<file path="src/rtl/mem_arb_pkg.sv">
// Shared types and constants for the fetch / load-store RAM arbiter.
package mem_arb_pkg;

  // Arbiter FSM: idle, or in the acknowledge cycle of one requester.
  typedef enum logic [1:0] {
    IDLE   = 2'd0,
    BUSY_I = 2'd1,
    BUSY_D = 2'd2
  } arb_state_t;

  // Requester identifiers, also used as the value of the last-grant register.
  localparam logic REQ_I = 1'b0;
  localparam logic REQ_D = 1'b1;

  // Default geometry: 14-bit word address, fully populated 64 KiB RAM.
  localparam int DEF_AW    = 14;
  localparam int DEF_DEPTH = 16384;

  // Busy state that acknowledges the given requester.
  function automatic arb_state_t busy_state_for(input logic id);
    return (id == REQ_D) ? BUSY_D : BUSY_I;
  endfunction

endpackage

</file>
<file path="src/rtl/rr_pick2.sv">
// Combinational two-way round-robin picker: a lone request wins outright,
// a contested cycle goes to whoever was not granted last.
module rr_pick2
  import mem_arb_pkg::*;
(
  input  logic req_i,
  input  logic req_d,
  input  logic last,
  output logic grant_i,
  output logic grant_d
);

  // Pick at most one winner; ties are broken against the last grantee.
  always_comb begin
    grant_i = 1'b0;
    grant_d = 1'b0;
    if (req_i && req_d) begin
      if (last == REQ_I) begin
        grant_d = 1'b1;
      end else begin
        grant_i = 1'b1;
      end
    end else begin
      grant_i = req_i;
      grant_d = req_d;
    end
  end

endmodule

</file>
<file path="src/rtl/mem_port_arbiter.sv">
// Shares one single-port RAM between the core's fetch and load/store ports.
// One access per two cycles: grant + RAM strobe in IDLE, acknowledge with
// read data in the following BUSY cycle. Out-of-range addresses never reach
// the RAM and are answered with an error acknowledge instead.
module mem_port_arbiter
  import mem_arb_pkg::*;
#(
  parameter int AW    = DEF_AW,
  parameter int DEPTH = DEF_DEPTH
) (
  input  logic          CLK,
  input  logic          RESET,
  // instruction fetch port (read only)
  input  logic          i_req,
  input  logic [AW-1:0] i_addr,
  output logic [31:0]   i_rdata,
  output logic          i_ack,
  output logic          i_err,
  // load/store port
  input  logic          d_req,
  input  logic [AW-1:0] d_addr,
  input  logic [31:0]   d_wdata,
  input  logic [3:0]    d_wmask,
  output logic [31:0]   d_rdata,
  output logic          d_ack,
  output logic          d_err,
  // RAM side
  output logic          mem_en,
  output logic [AW-1:0] mem_addr,
  output logic [31:0]   mem_wdata,
  output logic [3:0]    mem_wmask,
  input  logic [31:0]   mem_rdata
);

  // One extra bit so DEPTH == 2**AW is representable in the comparison.
  localparam logic [AW:0] LP_DEPTH = (AW+1)'(DEPTH);

  arb_state_t r_state;
  arb_state_t w_state_next;
  logic       r_last;   // requester granted most recently
  logic       r_err;    // granted address was out of range
  logic       r_wr;     // granted access was a store (no read data returned)

  logic       w_idle;
  logic       w_pick_i;
  logic       w_pick_d;
  logic       w_take_i;
  logic       w_take_d;
  logic       w_i_in_range;
  logic       w_d_in_range;

  logic [1:0] w_ack;
  logic [1:0] w_err;
  logic [31:0] w_rdata [2];

  assign w_idle       = (r_state == IDLE);
  assign w_i_in_range = ({1'b0, i_addr} < LP_DEPTH);
  assign w_d_in_range = ({1'b0, d_addr} < LP_DEPTH);

  rr_pick2 u_pick (
    .req_i   (i_req),
    .req_d   (d_req),
    .last    (r_last),
    .grant_i (w_pick_i),
    .grant_d (w_pick_d)
  );

  // A pick only becomes a grant in IDLE; RESET kills it immediately so
  // nothing reaches the RAM while reset is held, even with requests high.
  assign w_take_i = w_idle & w_pick_i & ~RESET;
  assign w_take_d = w_idle & w_pick_d & ~RESET;

  // Next-state: IDLE -> BUSY_x on grant, every BUSY state lasts one cycle.
  always_comb begin
    w_state_next = r_state;
    unique case (r_state)
      IDLE: begin
        if (w_take_i) begin
          w_state_next = busy_state_for(REQ_I);
        end else if (w_take_d) begin
          w_state_next = busy_state_for(REQ_D);
        end
      end
      BUSY_I:  w_state_next = IDLE;
      BUSY_D:  w_state_next = IDLE;
      default: w_state_next = IDLE;
    endcase
  end

  // State, last-grant and per-access flags; all latched at the grant edge.
  always_ff @(posedge CLK or posedge RESET) begin
    if (RESET) begin
      r_state <= IDLE;
      r_last  <= REQ_I;
      r_err   <= 1'b0;
      r_wr    <= 1'b0;
    end else begin
      r_state <= w_state_next;
      if (w_take_i) begin
        r_last <= REQ_I;
        r_err  <= ~w_i_in_range;
        r_wr   <= 1'b0;
      end else if (w_take_d) begin
        r_last <= REQ_D;
        r_err  <= ~w_d_in_range;
        r_wr   <= |d_wmask;
      end
    end
  end

  // RAM strobe driven straight from the winner in its grant cycle; an
  // out-of-range winner leaves the whole RAM bus at zero.
  always_comb begin
    mem_en    = 1'b0;
    mem_addr  = '0;
    mem_wdata = '0;
    mem_wmask = '0;
    if (w_take_i && w_i_in_range) begin
      mem_en   = 1'b1;
      mem_addr = i_addr;
    end else if (w_take_d && w_d_in_range) begin
      mem_en    = 1'b1;
      mem_addr  = d_addr;
      mem_wdata = d_wdata;
      mem_wmask = d_wmask;
    end
  end

  // Per-port acknowledge path: ack in the port's BUSY cycle, read data only
  // for successful reads, error flag only alongside the ack.
  for (genvar gi = 0; gi < 2; gi++) begin : g_port
    assign w_ack[gi]   = ~RESET & (r_state == busy_state_for(1'(gi)));
    assign w_err[gi]   = w_ack[gi] & r_err;
    assign w_rdata[gi] = (w_ack[gi] && !r_err && !r_wr) ? mem_rdata : 32'h0;
  end

  assign i_ack   = w_ack[REQ_I];
  assign i_err   = w_err[REQ_I];
  assign i_rdata = w_rdata[REQ_I];
  assign d_ack   = w_ack[REQ_D];
  assign d_err   = w_err[REQ_D];
  assign d_rdata = w_rdata[REQ_D];

  // Only one requester can be acknowledged at a time.
  a_ack_onehot: assert property (@(posedge CLK) disable iff (RESET)
    !(i_ack && d_ack));

  // The RAM is only strobed from IDLE, and never with a write mask on fetch.
  a_en_idle: assert property (@(posedge CLK) disable iff (RESET)
    mem_en |-> (r_state == IDLE));
  a_fetch_no_write: assert property (@(posedge CLK) disable iff (RESET)
    (mem_en && w_take_i) |-> (mem_wmask == 4'h0));

endmodule

</file>
<file path="config.mk">
export PLATFORM = sky130hd
export DESIGN_NAME = mem_port_arbiter
export DESIGN_NICKNAME = d
export VERILOG_FILES = /design/src/rtl/mem_arb_pkg.sv /design/src/rtl/rr_pick2.sv /design/src/rtl/mem_port_arbiter.sv
export SDC_FILE = /design/constraint.sdc
export NUM_CORES = 1
export LEC_CHECK = 0
export BUFFER_PORTS_ARGS = -buffer_cell sky130_fd_sc_hd__buf_2
export CAP_MARGIN = 20
export CORE_AREA = 5 5 83 85
export CTS_CLUSTER_DIAMETER = 120
export DETAILED_ROUTE_END_ITERATION = 6
export DIE_AREA = 0 0 88 90
export SYNTH_ARGS = -nofsm -noshare
export SYNTH_HDL_FRONTEND = slang
export SYNTH_SLANG_ARGS = --single-unit
</file>
<file path="constraint.sdc">
create_clock -name CLK -period 3.2 [get_ports CLK]
set_input_delay 0.16 -clock CLK [delete_from_list [all_inputs] [get_ports CLK]]
set_output_delay 0.16 -clock CLK [all_outputs]
set_load 0.05 [all_outputs]
</file>
==> run metrics <==
outcome finished clean; Rows 29; Worst path max stage delay 0.55 ns; internal power 0.2836 mW; pin count of the biggest net entering global routing 43; Routed WL 5.581 mm; hold crit path type primary input to flip-flop; main combinational cell family by area after synthesis simple AND/OR/NAND/NOR gates; CP arrival 2.32 ns; Max Buffers Root-to-Sink 2; die height 90 µm; top cell type's share of synthesized area 0.5682; Synth Area per Inst 7.292 µm²; P&R area growth vs syn 101.3%; Crit. Startpoint RESET; hold depth 2; final instance area 2216 µm²; Synth Area in Compound Gates 0.1443; Syn. warnings 0; xor-xnor portion of the synthesized cell area 0; cell family with most CP delay buffers and inverters; worst r2r src r_state[0]$_DFFE_PP0P_; commonest non-fill, non-tap cell in the layout buf_2; top cells by area, synth and2_1, dfrtp_1, a22o_2; H-tree levels 1; Worst Reg2Reg Path Length in Cells 3; total grt overflow 0; Pwr Total 0.6638 mW; Post-DP Area 2165 µm²; top layer in use met4; final setup TNS 0 ns; Die X 88 µm; unrepaired setup endpoints after global routing no; most frequent cells in the layout buf_2, and2_1, a22o_2; Reg clk slew, reported paths 0.03 ns; critical path fanouts, max 42; Clock Latency Late Sink 0.21 ns; Mapped Area 1101 µm²; #FFs+latches synth 4; core area 6132 µm²; met3 routed wirelength 787 µm; final worst-path cycle share 0.7740; residual DRC count 0; post_cts resized 0; Hold Slack 0.1796 ns; FF-to-FF End r_state[1]$_DFFE_PP0P_; Post-Synth Simple-Gate Area 0.6409; Total GRT Usage 0.1258; clk_skew 0.002900 ns; share of layout cells above drive strength 1 0.6499; global-route wire length before repair 8.073 mm; most frequent CP cell buf_2; DR vias/cell 4.025; initial antenna violation count 0; Slew HR 0.5121; Power Density 299.6 nW/µm²; HPWL Detailed 5.116 mm; Max stage delay cell, worst path dlygate4sd3_1; post-CTS setup buffer count 0; fin crit period 2.477 ns; Net Sw Frac 0.5728; # IOs 219; Seq/Total Area, Yosys 0.09091; Root Driver clkbuf_8; Post-CTS Hold Buffers 1; max cap viols 0; Clock power frac 0.156; vias in the first global route 1659; crit-path cells dlygate4sd3_1 > buf_2 > nor3_2 > and3_1 > buf_4 > a22o_2 > buf_2; Port Buf Inserts 216; Worst setup EP type output pin; Met2 Wirelength 2.802 mm; gp weighted congestion 0.8184; Seq pwr share 0.107; Max Clk Rate 0.4037 GHz; CP Depth 7; Mapped Cells 151; Final setup viols 0; Final Hold Fails 0; WS Path Type primary input to output pin; Metal-1 WL 1.956 mm; Starting DRT DRC Count 5; Inserted Clock Buffers 3; Yosys top cell by area and2_1; Initial Util 0.1796; Post-Synth Adder-Cell Area 0; max-slew violation count 0; setup slack, reg-to-reg 1.67 ns; CTS tree yes; LEAKAGE 1.522 nW; Slew @ Worst Pin 0.7318 ns; routed len/inst 12.86 µm; post-route ant nets 0; crit path launch type primary input; mux share of post-synthesis cell area 0; Crit path required time 3.04 ns; Critical Path Sink mem_addr[7]; Clock Sinks 4; Net Sw Power 0.3802 mW; drt pass-1 iters 2; Distinct cells, synth 20; maximum VDD drop 0.1232 mV; logic gate share of total power 0.737; vias 1747; diode count 0; nets@finish 459; Buf/Inv on CP 4; Die Footprint 7920 µm²
-- through the flow --
stage / cells / util / setup WS, ns
floorplan: 152 / - / 1.079
global placement: 430 / 0.3530 / 1.204
detailed placement: 430 / 0.3530 / 1.164
CTS: 434 / 0.3614 / 0.6775
global route: 434 / 0.3614 / 0.4987
finish: 434 / 0.3614 / 0.7231
-- cell usage after synthesis (all sizes together) --
cell type / count
a31oi: 1
conb: 1
nand2: 1
nor3: 1
nor3b: 2
inv: 2
buf: 10
clkbuf: 6
and2: 100
nand2b: 1
or4: 1
o21ai: 1
dfrtp: 4
a22o: 15
and3: 2
and2b: 2
a21oi: 1
-- logic make-up after synthesis --
| logic type | after synthesis |
|---|---|
| AOI/OAI and AO/OA | 18 |
| DFF | 4 |
| and+or+nand+nor | 110 |
| other | 1 |
| buffers and inverters | 18 |
-- layout make-up --
type                    count  area, µm²
well taps                  77      96.34
fillers                   662       3916
clock buffers               3      41.29
repair buffers            218       1099
flip-flops and latches      4      100.1
inverters                   2      7.507
multi-input cells         130      872.1
-- sequential cells by signal, summed over array words and instances, names as in the netlist --
| name | cells |
|---|---|
| r_state | 2 |
| r_wr | 1 |
| r_last | 1 |
-- metal layers --
metal / track usage / vias up
li1: - / 886
met1: 0.1332 / 729
met2: 0.2418 / 130
met3: 0.02651 / 2
met4: 0.03453 / 0
met5: 0 / -
-- worst min path at each step --
stage,start,end
2_1_floorplan,RESET,r_last$_DFFE_PP0P_
3_3_place_gp,RESET,r_state[1]$_DFFE_PP0P_
3_5_place_dp,RESET,r_state[0]$_DFFE_PP0P_
4_1_cts,i_req,r_last$_DFFE_PP0P_
5_1_grt,i_req,r_last$_DFFE_PP0P_
6_report,i_req,r_last$_DFFE_PP0P_
-- worst reg2reg max path, stage by stage, from the launching register on --
cell and delay (ns):
dfrtp_1 0.39, nor3_2 0.29, and3_1 0.36, buf_4 0.36
-- power by group through the flow --
stage / logic, mW / clock network (mW) / registers [mW]
floorplan: 0.371 / 0 / 0.0687
global placement: 0.491 / 0 / 0.0712
detailed placement: 0.493 / 0 / 0.0711
CTS: 0.494 / 0.107 / 0.0710
global route: 0.520 / 0.108 / 0.0730
finish: 0.489 / 0.104 / 0.0709
Power figures use the tool's default switching activity.
